## config.mk

```make
export PLATFORM = sky130hd
export DESIGN_NAME = red_iter_unit_flat
export DESIGN_NICKNAME = d
export VERILOG_FILES = /design/src/rtl/red_iter_if.sv /design/src/rtl/red_iter_unit.sv /design/src/flat_wrapper.sv
export SDC_FILE = /design/constraint.sdc
export NUM_CORES = 1
export LEC_CHECK = 0
export CAP_MARGIN = 40
export CORE_AREA = 2 2 78 80
export DETAILED_ROUTE_END_ITERATION = 10
export DIE_AREA = 0 0 80 82
export PLACE_DENSITY_LB_ADDON = 0.05
export SYNTH_ARGS = -nofsm -noshare
export SYNTH_HDL_FRONTEND = slang
export SYNTH_SLANG_ARGS = --single-unit
```

## constraint.sdc

```tcl
create_clock -name clk -period 3.15 [get_ports clk]
set_input_delay 0.315 -clock clk [delete_from_list [all_inputs] [get_ports clk]]
set_output_delay 0.315 -clock clk [all_outputs]
set_load 0.005 [all_outputs]
```

## src/rtl/red_iter_if.sv

```systemverilog
// Operand/result handshake bundle for the lane-reduction unit.
// slave = the reduction unit, master = the issuing stage / consumer.
interface red_iter_if #(
    parameter int DATA_W = 16
);
    logic              in_valid;
    logic              in_ready;
    logic [DATA_W-1:0] A;
    logic [DATA_W-1:0] B;
    logic              sign_mode;
    logic              out_valid;
    logic              out_ready;
    logic [DATA_W-1:0] Sum;

    modport master (
        output in_valid, A, B, sign_mode, out_ready,
        input  in_ready, out_valid, Sum
    );

    modport slave (
        input  in_valid, A, B, sign_mode, out_ready,
        output in_ready, out_valid, Sum
    );
endinterface

```

## src/rtl/red_iter_unit.sv

```systemverilog
// Multi-cycle lane reduction: sums all LANE_W-bit lanes of A and B, LPC lane
// pairs per beat, signed or unsigned, with valid/ready on both sides.
//
// state | meaning
// ------+-------------------------------------------------------------
// IDLE  | in_ready high, waiting for operands
// ACCUM | summing LPC lane pairs per cycle into acc
// DONE  | out_valid high, Sum held until out_ready
module red_iter_unit #(
    parameter int DATA_W = 16,
    parameter int LANE_W = 4,
    parameter int LPC    = 1
) (
    input  logic      clk,
    input  logic      rst,
    red_iter_if.slave bus
);
    localparam int LANES  = DATA_W / LANE_W;
    localparam int ITER   = LANES / LPC;
    localparam int ACC_W  = LANE_W + $clog2(2 * LANES) + 1;
    localparam int IDX_W  = $clog2(LANES + 1);
    localparam int BEAT_W = LPC * LANE_W;

    generate
        if (DATA_W % LANE_W != 0) begin : g_bad_lane_w
            $error("red_iter_unit: DATA_W must be a multiple of LANE_W");
        end
        if (LANES % LPC != 0) begin : g_bad_lpc
            $error("red_iter_unit: LANES must be a multiple of LPC");
        end
        if (ACC_W > DATA_W) begin : g_bad_acc_w
            $error("red_iter_unit: accumulator wider than DATA_W");
        end
    endgenerate

    typedef enum logic [1:0] {
        IDLE  = 2'd0,
        ACCUM = 2'd1,
        DONE  = 2'd2
    } state_t;

    state_t            state;
    state_t            state_nxt;
    logic [DATA_W-1:0] a_q;
    logic [DATA_W-1:0] b_q;
    logic              sign_q;
    logic [ACC_W-1:0]  acc;
    logic [ACC_W-1:0]  beat_sum;
    logic [ACC_W-1:0]  acc_sum;
    logic [IDX_W-1:0]  idx;
    logic [DATA_W-1:0] sum_q;
    logic              last_beat;

    function automatic logic [ACC_W-1:0] ext_lane(input logic [LANE_W-1:0] lane,
                                                  input logic sgn);
        return sgn ? ACC_W'($signed(lane)) : ACC_W'(lane);
    endfunction

    // Operand registers shift down each beat, so the current lanes are always the low ones.
    always_comb begin
        beat_sum = '0;
        for (int l = 0; l < LPC; l++) begin
            beat_sum = beat_sum + ext_lane(a_q[l*LANE_W +: LANE_W], sign_q)
                                + ext_lane(b_q[l*LANE_W +: LANE_W], sign_q);
        end
        acc_sum = acc + beat_sum;
    end

    assign last_beat = (idx + IDX_W'(LPC)) == IDX_W'(LANES);

    always_ff @(posedge clk or posedge rst) begin
        if (rst) begin
            state <= IDLE;
        end else begin
            state <= state_nxt;
        end
    end

    always_comb begin
        state_nxt     = state;
        bus.in_ready  = 1'b0;
        bus.out_valid = 1'b0;
        case (state)
            IDLE: begin
                bus.in_ready = 1'b1;
                if (bus.in_valid) state_nxt = ACCUM;
            end
            ACCUM: begin
                if (last_beat) state_nxt = DONE;
            end
            DONE: begin
                bus.out_valid = 1'b1;
                if (bus.out_ready) state_nxt = IDLE;
            end
            default: state_nxt = IDLE;
        endcase
    end

    always_ff @(posedge clk or posedge rst) begin
        if (rst) begin
            a_q    <= '0;
            b_q    <= '0;
            sign_q <= 1'b0;
            acc    <= '0;
            idx    <= '0;
            sum_q  <= '0;
        end else begin
            case (state)
                IDLE: begin
                    if (bus.in_valid) begin
                        a_q    <= bus.A;
                        b_q    <= bus.B;
                        sign_q <= bus.sign_mode;
                        acc    <= '0;
                        idx    <= '0;
                    end
                end
                ACCUM: begin
                    acc <= acc_sum;
                    idx <= idx + IDX_W'(LPC);
                    a_q <= a_q >> BEAT_W;
                    b_q <= b_q >> BEAT_W;
                    if (last_beat) begin
                        sum_q <= sign_q ? DATA_W'($signed(acc_sum)) : DATA_W'(acc_sum);
                    end
                end
                default: ;
            endcase
        end
    end

    assign bus.Sum = sum_q;

endmodule

```

## src/flat_wrapper.sv

```systemverilog
// flat-port wrapper written by rule: the top's interface ports become plain ports
module red_iter_unit_flat 
#(
    parameter int DATA_W = 16,
    parameter int LANE_W = 4,
    parameter int LPC    = 1
)
  (clk, rst, bus_in_valid, bus_A, bus_B, bus_sign_mode, bus_out_ready, bus_in_ready, bus_out_valid, bus_Sum);
  red_iter_if #(.DATA_W(DATA_W)) bus_i ();
  input  logic clk;
  input  logic rst;
  input wire logic [$bits(bus_i.in_valid)-1:0] bus_in_valid;
  input wire logic [$bits(bus_i.A)-1:0] bus_A;
  input wire logic [$bits(bus_i.B)-1:0] bus_B;
  input wire logic [$bits(bus_i.sign_mode)-1:0] bus_sign_mode;
  input wire logic [$bits(bus_i.out_ready)-1:0] bus_out_ready;
  output wire logic [$bits(bus_i.in_ready)-1:0] bus_in_ready;
  output wire logic [$bits(bus_i.out_valid)-1:0] bus_out_valid;
  output wire logic [$bits(bus_i.Sum)-1:0] bus_Sum;
  assign bus_i.in_valid = bus_in_valid;
  assign bus_i.A = bus_A;
  assign bus_i.B = bus_B;
  assign bus_i.sign_mode = bus_sign_mode;
  assign bus_i.out_ready = bus_out_ready;
  assign bus_in_ready = bus_i.in_ready;
  assign bus_out_valid = bus_i.out_valid;
  assign bus_Sum = bus_i.Sum;
  red_iter_unit #(.DATA_W(DATA_W), .LANE_W(LANE_W), .LPC(LPC)) u_core (.clk(clk), .rst(rst), .bus(bus_i));
endmodule
```

Word-level counts from Yosys, hierarchy flattened
Cells that the tools add are included.

Flip-flop bits (word level): 62. Input port bits: 37. Output and inout bits: 18. Word-level logic and storage cells: 39.

Add/subtract/negate cells: 3. Equality and inequality tests: 6. Muxes and demuxes: 17. Reductions and logical operators: 6.

Operators by type and width (number): case mux 16 bit (2 select lines) (2); 2-to-1 mux 16 bit (3); 2-to-1 mux 8 bit (3); adder 8 bit (2); case mux 8 bit (2 select lines) (1); 2-to-1 mux 2 bit (3); case mux 2 bit (3 select lines) (1); case mux 3 bit (2 select lines) (1); AND reduction 2 bit (3); inequality test 2 bit (second input constant) (2); adder 3 x 1 -> 3 bit (second input constant) (1); == test 3 bit (second input constant) (1); 2-to-1 mux 3 bit (1); AND reduction 3 bit (1); == test 2 x 1 -> 1 bit (second input constant) (1); == test 2 bit (second input constant) (1); logical NOT 2 bit (1); 2-to-1 mux 1 bit (2); inequality test 2 x 1 -> 1 bit (second input constant) (1); nonzero test 2 bit (1).

Depth between registers and ports, before layout
Gate-level depths: netlist of the first run.

Word-level depth: 4. Mapped depth: 10. Gate-level depth less buffers: 10.

Worst setup path before layout of the first run
OpenSTA, ideal clock, no wires.

Path type: register -> register. Start: reg u_core.b_q[3]. End: reg u_core.sum_q[6], in the netlist u_core.bus.Sum[6]. Setup time: 0.126 ns. Data arrival time: 2.172 ns. Data required time: 3.024 ns. Slack: 0.852 ns. Cell stages (with the launch flop): 8. Path buffers: 0. Clock period less this slack: 2.298 ns. Cells stage by stage: dfrtp_1 -> and2_1 -> fa_1 -> ha_1 -> a21o_1 -> a21oi_1 -> a211oi_1 -> a221o_1.

Cells in the longest elaborated chain, start to end: 4.

Ends and longest elaborated chain: start, declared (line red_iter_unit.sv:45) `logic [DATA_W-1:0] b_q;`; start signal, assigned (line red_iter_unit.sv:112) `b_q <= bus.B;`; start signal, assigned (line red_iter_unit.sv:122) `b_q <= b_q >> BEAT_W;`; 2-to-1 mux 8 bit (line red_iter_unit.sv:56) `return sgn ? ACC_W'($signed(lane)) : ACC_W'(lane);`; adder 8 bit (line red_iter_unit.sv:64) `+ ext_lane(b_q[l*LANE_W +: LANE_W], sign_q);`; adder 8 bit (line red_iter_unit.sv:66) `acc_sum = acc + beat_sum;`; 2-to-1 mux 16 bit (line red_iter_unit.sv:124) `sum_q <= sign_q ? DATA_W'($signed(acc_sum)) : DATA_W'(acc_sum);`; end signal, assigned (line red_iter_unit.sv:124); end, declared (line red_iter_unit.sv:51) `logic [DATA_W-1:0] sum_q;`.

Every way passes these cells. A chain may end at the register's enable or synchronous reset.

Final worst setup path of the first run
Start: reg u_core.acc[1]. End: reg u_core.acc[7].

Cells in the longest elaborated chain, start to end: 2.

Ends and longest elaborated chain: start, declared (line red_iter_unit.sv:47) `logic [ACC_W-1:0] acc;`; start signal, assigned (line red_iter_unit.sv:119) `acc <= acc_sum;`; adder 8 bit (line red_iter_unit.sv:66); case mux 8 bit (2 select lines) (line red_iter_unit.sv:108) `case (state)`.

Every way passes these cells.

==> run summary, run 1 <==
Fillcell total: 497
Seq cells post-synth: 55
Seq/Total Area, Yosys: 48.0%
Hold buffers post-CTS: 0
Final Cycle Share: 80.6%
Status: complete, no violations
Via count: 2078
Slew HR: 53.7%
Delay-heaviest family, CP: adder cells
Worst Path Required: 3330 ps
DR WL/cell: 13.8 um
Clock sink count: 55
Die Span Y: 82 um
Share of layout cells above drive strength 1: 5.81%
Crit path max fanout: 3
Grt total ovfl: 0
R2r setup slk: 610 ps
Largest net degree at the start of global routing: 56
CP Launch Type: flip-flop
Area of the multi-input gates: 1320 um2
Final Hold Viols: 0
# H-tree levels: 2
Clk_skew: 7.06 ps
P_sw: 1.35 mW
Gpl congestion: 0.841
Clock network fraction of total power: 14.0%
Worst path bufs/invs: 1
Worst-Skew Late Latency: 310 ps
CP endpoint kind: flip-flop
Setup TNS: 0 ps
Total GRT Usage: 18.7%
Distinct cells, synth: 39
Sequential power share: 35.4%
Nets: 380
Drt pass-1 iters: 4
I/O Pins: 55
Cell Chain, Critical Path: fa_1 > ha_1 > inv_1 > fa_1 > nor2b_1 > o2111ai_1 > a31oi_1 > o31ai_1
Site Rows: 28
P per Cell Area: 958 nW/um2
Via density: 5.17
Starting Density: 50.0%
Initial antenna violation count: 0
Slowest cell on the critical path: fa_1
CTS clock-pin slew for the worst setup and hold paths: 100 ps
Die area: 6560 um2
Minimum clock period: 2540 ps
Gate Count Post-Synth: 283
Worst-Margin Slew: 694 ps
Fin. max-slew vios: 0
Num CTS Buffers: 5
Maximum vdd drop: 0.545 mV
Most common cell type on the critical path: fa_1
Die width: 80 um
Max Clk Rate: 394 MHz
Critical Path Max Stage Delay: 540 ps
Cell leakage power: 1.54 nW
Placed cells: 394
Syn_nets: 337
Layout area overhead: 23.0%
CTS tree: yes
Crit Path Class: reg -> reg
Internal power: 2.03 mW
DP HPWL: 3880 um
Unrepaired setup endpoints after global routing: false
Diode count: 0
Setup Buffers After CTS: 0
FF+latch area: 1380 um2
First-pass GRT wire length: 9440 um
I/O Buffers: 54
Sw Share: 40.0%
CTS resizes: 0
CTS root buffer: clkbuf_8
DRT iter0 DRCs: 119
Worst Hold Class: reg -> reg
Vias in the first global route: 2010
Core Region: 5750 um2
Post-Route WL: 5560 um
Worst EP arrival: 2720 ps
Max Cap Viol: 0
Final setup violation count: 0
Syn Area/Cell: 10.1 um2
DRC Markers: 0
Syn Std Cell Area: 2870 um2
ANT nets after route: 0
YS warnings: 0
CTS max path bufs: 2
Fin cells: 402
Gate power share: 50.6%
==> worst paths after layout <==
check | depth (start not counted) | startpoint | to
worst max-delay path | 8 | u_core.acc[1] | u_core.acc[7]
min in group asynchronous | 3 | rst | u_core.bus.Sum[14]
worst min register to register | 2 | u_core.bus.Sum[2] | u_core.bus.Sum[2]
worst min-delay path | 2 | u_core.bus.Sum[2] | u_core.bus.Sum[2]
max in group asynchronous | 3 | rst | u_core.acc[0]
worst max register to register | 8 | u_core.acc[1] | u_core.acc[7]
==> area by class of cell <==
type,instances,share of cell area (%)
flip-flops and latches,55,39.0
clock inverters,3,1.24
multi-input cells,195,37.5
clock buffers,5,1.95
well taps,75,2.66
repair buffers,59,16.6
inverters,10,1.06
==> state kept, by name, indices dropped and copies added, names as in the netlist <==
signal and count:
u_core.a_q 16, u_core.b_q 16, u_core.bus.Sum 9, u_core.acc 8, u_core.idx 3, u_core.state 2
u_core.sign_q 1
==> layer usage <==
layer | wire, um | track usage [%] | vias to the layer above
li1 | - | - | 1042
met1 | 2620 | 25.9 | 987
met2 | 2670 | 29.8 | 42
met3 | 190 | 3.74 | 7
met4 | 78 | 6.10 | 0
met5 | 0 | 0 | -
==> kinds of logic (layout without fill, tap and decap cells) <==
family          count (synthesis)  count (layout)  share of synthesized area [%]
compound gates                 68              68                           13.9
buf+inv                        33              77                           6.36
flops                          55              55                           48.0
simple gates                   82              82                           12.7
fa+ha+maj                      17              17                           9.50
mux                            23              23                           8.06
xor+xnor                        5               5                           1.53
==> layout by cell type (no fill, tap or decap), types with 3 or more instances in the layout <==
cell type / netlist / layout
o21ai_1: 3 / 3
dfrtp_1: 55 / 55
buf_4: 9 / 4
fa_1: 8 / 8
nor2_1: 4 / 4
inv_1: 10 / 9
nand2_1: 61 / 61
xor2_1: 3 / 3
ha_1: 9 / 9
mux2i_1: 22 / 22
o22ai_1: 4 / 4
o31ai_1: 3 / 3
clkdlybuf4s50_1: 0 / 54
o21ai_0: 40 / 40
clkbuf_8: 0 / 5
a21oi_1: 5 / 5
and2_1: 3 / 3
==> cells in the mapped netlist <==
cell type | instances | area, um2
o41ai_2 | 1 | 16.3
nand2_1 | 61 | 229
a31oi_1 | 1 | 6.26
nor2_1 | 4 | 15.0
ha_1 | 9 | 113
o21ai_1 | 3 | 15.0
nand3_1 | 2 | 10.0
buf_4 | 9 | 67.6
a211oi_1 | 1 | 7.51
a221o_1 | 1 | 10.0
inv_1 | 10 | 37.5
o21a_1 | 2 | 15.0
nand2b_1 | 2 | 12.5
o32ai_1 | 1 | 8.76
mux2i_1 | 22 | 220
a21o_1 | 2 | 15.0
xor2_1 | 3 | 26.3
clkbuf_1 | 4 | 15.0
xnor2_1 | 2 | 17.5
a21oi_1 | 5 | 25.0
o2111ai_1 | 1 | 8.76
o31ai_1 | 3 | 22.5
nand4_1 | 2 | 12.5
dfrtp_1 | 55 | 1380
a211o_1 | 1 | 8.76
nor3b_1 | 1 | 7.51
and3_1 | 1 | 6.26
o21ai_0 | 40 | 200
nand3b_4 | 1 | 20.0
and4_1 | 1 | 8.76
nor3_1 | 1 | 5.00
fa_1 | 8 | 160
buf_6 | 2 | 22.5
o21bai_1 | 2 | 15.0
nor2b_1 | 3 | 18.8
mux2_2 | 1 | 11.3
and2_1 | 3 | 18.8
buf_2 | 8 | 40.0
o22ai_1 | 4 | 25.0
==> worst min-delay path: stages, from the launching register on <==
cell	delay, ps
dfrtp_1	350
nand2_1	40
o21ai_0	60
==> power groups by stage <==
stage	combinational, mW	clock [mW]	sequential (mW)
finish	1.71	0.472	1.20
global route	1.97	0.514	1.24
CTS	1.74	0.486	1.20
detailed placement	1.73	0	1.22
global placement	1.66	0	1.20
floorplan	1.28	0	1.17
==> per-stage QoR <==
step / util [%] / hold slack (ps) / area (um2) / worst slack [ps] / power [mW]
2_1_floorplan: - / 423 / 2870 / 852 / 2.45
3_3_place_gp: 59.2 / 459 / 3400 / 694 / 2.87
3_5_place_dp: 59.5 / 466 / 3420 / 641 / 2.95
4_1_cts: 61.4 / 492 / 3530 / 624 / 3.43
5_1_grt: 61.4 / 522 / 3530 / 416 / 3.72
6_report: 61.4 / 485 / 3530 / 612 / 3.38
No activity file was read; power rests on OpenSTA's default activity.
==> run 2: changes to the inputs <==
==> constraint.sdc (replaced) <==
create_clock -name clk -period 2.38 [get_ports clk]
set_input_delay 0.238 -clock clk [delete_from_list [all_inputs] [get_ports clk]]
set_output_delay 0.238 -clock clk [all_outputs]
set_load 0.005 [all_outputs]
==> run 2 against run 1 <==
Final area increased by 4.4%. Sequential share of layout area down 1.6 points. Clock power rose by 35%. Global-route usage shrank 0.15 points. Utilization rose by 2.7 points. Non-clock buffer count grew 6. Highest routed layer unchanged. Worst setup slack worse by 580 ps. Largest power group unchanged. Combinational power rose by 54%. Critical path type unchanged. Clock skew is essentially flat. Count of clock-buffer cells in the layout is the same. Via count grew 0.87%. Flip-flop and latch count unchanged.
==> run summary, run 2 (synthesized netlist as in run 1, its figures left out) <==
Status: complete, no violations
CTS clock-pin slew for the worst setup and hold paths: 100 ps (about the same)
Slew HR: 45.7% (-8.0 points)
Worst-Margin Slew: 814 ps (+120 ps)
Via count: 2096 (+0.87%)
Grt total ovfl: 0 (unchanged)
Final Cycle Share: 98.8% (+18 points)
Initial antenna violation count: 0 (unchanged)
Die area: 6560 um2 (unchanged)
Via density: 5.14 (-0.62%)
Share of layout cells above drive strength 1: 12.0% (+6.2 points)
Layout area overhead: 28.4%
Placed cells: 397 (+0.76%)
I/O Pins: 55 (unchanged)
ANT nets after route: 0 (unchanged)
CP endpoint kind: flip-flop
Clk_skew: 7.24 ps (+0.182 ps)
Final Hold Viols: 0 (unchanged)
Crit path max fanout: 3 (unchanged)
CTS root buffer: clkbuf_8
Gpl congestion: 0.835 (-0.76%)
Worst Path Required: 2590 ps (-740 ps)
Final instance area: 3680 um2 (+4.4%)
Die width: 80 um (unchanged)
Site Rows: 28 (unchanged)
Core Util, Final: 64.1% (+2.7 points)
Post-Route WL: 5780 um (+3.9%)
Maximum vdd drop: 0.724 mV (+33%)
CTS tree: yes
DRC Markers: 0 (unchanged)
Commonest non-fill, non-tap cells in the layout: nand2_1, dfrtp_1, clkdlybuf4s50_1
Vias in the first global route: 2015 (+0.25%)
CP Launch Type: flip-flop
Final setup violation count: 0 (unchanged)
CTS max path bufs: 2 (unchanged)
DP HPWL: 3960 um (+1.9%)
Minimum clock period: 2350 ps (-186 ps)
Core Region: 5750 um2 (unchanged)
Die Span Y: 82 um (unchanged)
DR WL/cell: 14.2 um (+2.4%)
Clock sink count: 55 (unchanged)
Unrepaired setup endpoints after global routing: true
Fin. max-slew vios: 0 (unchanged)
Worst EP arrival: 2560 ps (-160 ps)
Total GRT Usage: 18.6% (-0.15 points)
DRT iter0 DRCs: 127 (+6.7%)
Drt pass-1 iters: 4 (unchanged)
P per Cell Area: 1310 nW/um2 (+37%)
Largest net degree at the start of global routing: 52 (-7.1%)
Leading cell type in the layout, fill and taps excluded: nand2_1
Worst Hold Class: in -> async
DP Area: 3460 um2 (+1.2%)
Diode count: 0 (unchanged)
Worst-Skew Late Latency: 310 ps (about the same)
Num CTS Buffers: 5 (unchanged)
Fin cells: 408 (+1.5%)
Crit path setup slack, layout: 27.9 ps (-584 ps)
Starting Density: 50.0% (unchanged)
Crit Path Class: reg -> reg
Max Clk Rate: 425 MHz (+7.9%)
First-pass GRT wire length: 9390 um (-0.52%)
DP Worst Slack: -130 ps (-771 ps)
I/O Buffers: 54 (unchanged)
Nets: 386 (+1.6%)
# H-tree levels: 2 (unchanged)
Max Cap Viol: 0 (unchanged)
Cell leakage power: 1.58 nW (+2.6%)
==> run 2: worst paths after layout <==
check	slack, ps	cells after the start	from	to
min reg2reg	490	2	u_core.bus.Sum[2]	u_core.bus.Sum[2]
min in group clk	460	3	bus_B[14]	u_core.b_q[14]
max	30	8	u_core.acc[1]	u_core.bus.Sum[14]
max in group asynchronous	1540	3	rst	u_core.a_q[5]
min	290	2	rst	u_core.b_q[14]
max reg2reg	30	8	u_core.acc[1]	u_core.bus.Sum[14]
==> run 2: per-layer routing <==
| layer | vias to the layer above | GRT usage [%] | routed length, um |
|---|---|---|---|
| li1 | 1053 | - | - |
| met1 | 1001 | 24.8 | 2680 |
| met2 | 36 | 30.8 | 2820 |
| met3 | 6 | 4.07 | 199 |
| met4 | 0 | 5.25 | 71 |
| met5 | - | 0 | 0 |
==> run 2: power breakdown <==
group / leakage (nW) / switching, mW / internal (mW)
registers: 0.718 / 0.241 / 1.33
clock network: 0.0548 / 0.319 / 0.317
logic: 0.810 / 1.37 / 1.27
total: 1.58 / 1.93 / 2.91
==> run 2: repair_timing <==
item / in CTS / in global routing
pin swaps: 2 / 1
hold buffers: 0 / 0
hold endpoints to repair: 0 / 0
setup buffers: 0 / 3
gates resized for setup: 7 / 12
setup endpoints to repair: 4 / 4
==> run 2: layout make-up <==
| type | count | area (um2) |
|---|---|---|
| flip-flops and latches | 55 | 1380 |
| multi-input cells | 195 | 1410 |
| clock inverters | 3 | 46.3 |
| well taps | 75 | 93.8 |
| repair buffers | 65 | 648 |
| clock buffers | 5 | 68.8 |
| inverters | 10 | 37.5 |
| fillers | 491 | 2060 |
==> run 2: critical path, stage by stage, from the launching register on <==
cell	delay [ps]
dfrtp_1	410
fa_1	540
ha_2	190
inv_2	40
fa_2	370
nor2b_4	160
o2111ai_4	140
and4_4	200
o41ai_2	200
==> run 2: metrics by stage <==
| step | setup TNS, ps | power [mW] | hold slack (ps) |
|---|---|---|---|
| final | 0 | 4.84 | 288 |
| after global routing | -314 | 5.29 | 323 |
| after CTS | 0 | 4.64 | 298 |
| after detailed placement | -363 | 3.92 | 464 |
| after global placement | -150 | 3.86 | 456 |
| after floorplan | 0 | 3.24 | 346 |
==> run 3: changes to the inputs <==
--- a/config.mk
+++ b/config.mk
@@ -9,6 +9,7 @@
 export CORE_AREA = 2 2 78 80
 export DETAILED_ROUTE_END_ITERATION = 10
 export DIE_AREA = 0 0 80 82
+export MAX_ROUTING_LAYER = met4
 export PLACE_DENSITY_LB_ADDON = 0.05
 export SYNTH_ARGS = -nofsm -noshare
 export SYNTH_HDL_FRONTEND = slang
==> run 3 against run 2 <==
Largest cell class unchanged. Sequential share of layout area did not move. Total power is essentially flat. Critical path depth unchanged. Final area unchanged. Global-route usage rose by 0.54 points. Worst hold slack barely moved. First-iteration DRC count fell by 1.6%. Clock skew about the same. Highest routed layer unchanged. Via count increased by 0.24%. Flip-flop and latch count stayed put. Largest power group unchanged.
==> run summary, run 3 (synthesized netlist as in run 1, its figures left out) <==
Final setup violation count: 0 (unchanged)
Worst-Margin Slew: 815 ps (+1.02 ps)
Via count: 2101 (+0.24%)
Die area: 6560 um2 (unchanged)
Vias in the first global route: 2016 (+0.050%)
Diode count: 0 (unchanged)
Crit path setup slack, layout: 34.5 ps (+6.62 ps)
Crit Path Class: reg -> reg
Critical Path Max Stage Delay: 540 ps (about the same)
Site Rows: 28 (unchanged)
Share of layout cells above drive strength 1: 12.0% (unchanged)
Worst EP arrival: 2560 ps (about the same)
Fillcell total: 491 (unchanged)
P per Cell Area: 1320 nW/um2 (about the same)
Max Clk Rate: 426 MHz (+0.28%)
Die width: 80 um (unchanged)
First-pass GRT wire length: 9390 um (unchanged)
DP HPWL: 3960 um (unchanged)
Setup TNS: 0 ps (unchanged)
DRT iter0 DRCs: 125 (-1.6%)
Core Region: 5750 um2 (unchanged)
# H-tree levels: 2 (unchanged)
Initial antenna violation count: 0 (unchanged)
I/O Buffers: 54 (unchanged)
Status: complete, no violations
Num CTS Buffers: 5 (unchanged)
Nets: 386 (unchanged)
Post-Route WL: 5790 um (+0.28%)
CTS root buffer: clkbuf_8
ANT nets after route: 0 (unchanged)
Cell Chain, Critical Path: fa_1 > ha_2 > inv_2 > fa_2 > nor2b_4 > o2111ai_4 > and4_4 > o41ai_2
Final Cycle Share: 98.5% (-0.28 points)
Layout area overhead: 28.4% (unchanged)
Crit path max fanout: 3 (unchanged)
I/O Pins: 55 (unchanged)
Starting Density: 50.0% (unchanged)
CTS clock-pin slew for the worst setup and hold paths: 100 ps (about the same)
Worst Hold Class: in -> async
Worst-Skew Late Latency: 310 ps (about the same)
CP Launch Type: flip-flop
Clk_skew: 7.27 ps (+0.0313 ps)
Largest net degree at the start of global routing: 52 (unchanged)
Unrepaired setup endpoints after global routing: true
Worst path bufs/invs: 1 (unchanged)
Max Cap Viol: 0 (unchanged)
Fin. max-slew vios: 0 (unchanged)
Grt total ovfl: 0 (unchanged)
Drt pass-1 iters: 4 (unchanged)
Via density: 5.15 (+0.24%)
Gpl congestion: 0.847 (+1.5%)
Final Hold Viols: 0 (unchanged)
DRC Markers: 0 (unchanged)
Commonest non-fill, non-tap cells in the layout: nand2_1, dfrtp_1, clkdlybuf4s50_1
CP endpoint kind: flip-flop
Worst Path Required: 2590 ps (about the same)
DP Worst Slack: -130 ps (unchanged)
Delay-heaviest family, CP: adder cells
Core Util, Final: 64.1% (unchanged)
Total GRT Usage: 19.1% (+0.54 points)
Maximum vdd drop: 0.726 mV (+0.27%)
DR WL/cell: 14.2 um (+0.28%)
Slew HR: 45.7% (-0.068 points)
Slowest cell on the critical path: fa_1
CTS max path bufs: 2 (unchanged)
CTS tree: yes
Minimum clock period: 2350 ps (-6.62 ps)
Clock sink count: 55 (unchanged)
Cell leakage power: 1.58 nW (unchanged)
Die Span Y: 82 um (unchanged)
Hold Slack: 288 ps (-0.0600 ps)
Leading cell type in the layout, fill and taps excluded: nand2_1
==> run 3: cell counts in the layout (fill, tap and decap cells not counted) <==
No cell type changed its count.
==> run 3: area by class of cell <==
type                            instances  area [um2]  area share, %
Clock buffer                            5        68.8           1.87
Multi-Input combinational cell        195        1410           38.4
Tap cell                               75        93.8           2.55
Inverter                               10        37.5           1.02
Clock inverter                          3        46.3           1.26
Sequential cell                        55        1380           37.4
Timing Repair Buffer                   65         648           17.6
==> run 3: per-layer routing <==
layer,global-route usage (%),vias to the layer above,wire length (um)
met5,-,-,0
met4,5.25,0,70
met3,4.07,6,213
met2,30.8,42,2830
met1,24.8,1002,2680
li1,-,1051,-
==> run 3: stage by stage <==
step | area [um2] | power, mW | std cells
after floorplan | 2870 | 3.24 | 283
after global placement | 3460 | 3.86 | 397
after detailed placement | 3460 | 3.92 | 397
after CTS | 3600 | 4.64 | 405
after global routing | 3680 | 5.29 | 408
final | 3680 | 4.85 | 408
==> run 3: power breakdown <==
group	internal (mW)	switching, mW
registers	1.33	0.241
clock network	0.317	0.319
logic	1.27	1.37
total	2.91	1.93
==> run 3: path summary, 6_finish.rpt <==
check                                   from                 end  slack (ps)  cells after the start
hold reg to reg            u_core.bus.Sum[2]   u_core.bus.Sum[2]         480                      2
hold / removal                           rst      u_core.b_q[14]         290                      2
max in group asynchronous                rst       u_core.a_q[5]        1540                      3
setup reg to reg               u_core.acc[1]  u_core.bus.Sum[14]          30                      8
setup / recovery               u_core.acc[1]  u_core.bus.Sum[14]          30                      8
min in group clk                   bus_B[14]      u_core.b_q[14]         460                      3
==> run 3: what timing repair did <==
action                                  4_1_cts  5_1_grt
buffers inserted                              0        3
hold buffers                                  0        0
pin swaps                                     2        1
resized for setup                             7       12
cloned                                        0        0
endpoints found under the setup margin        4        4
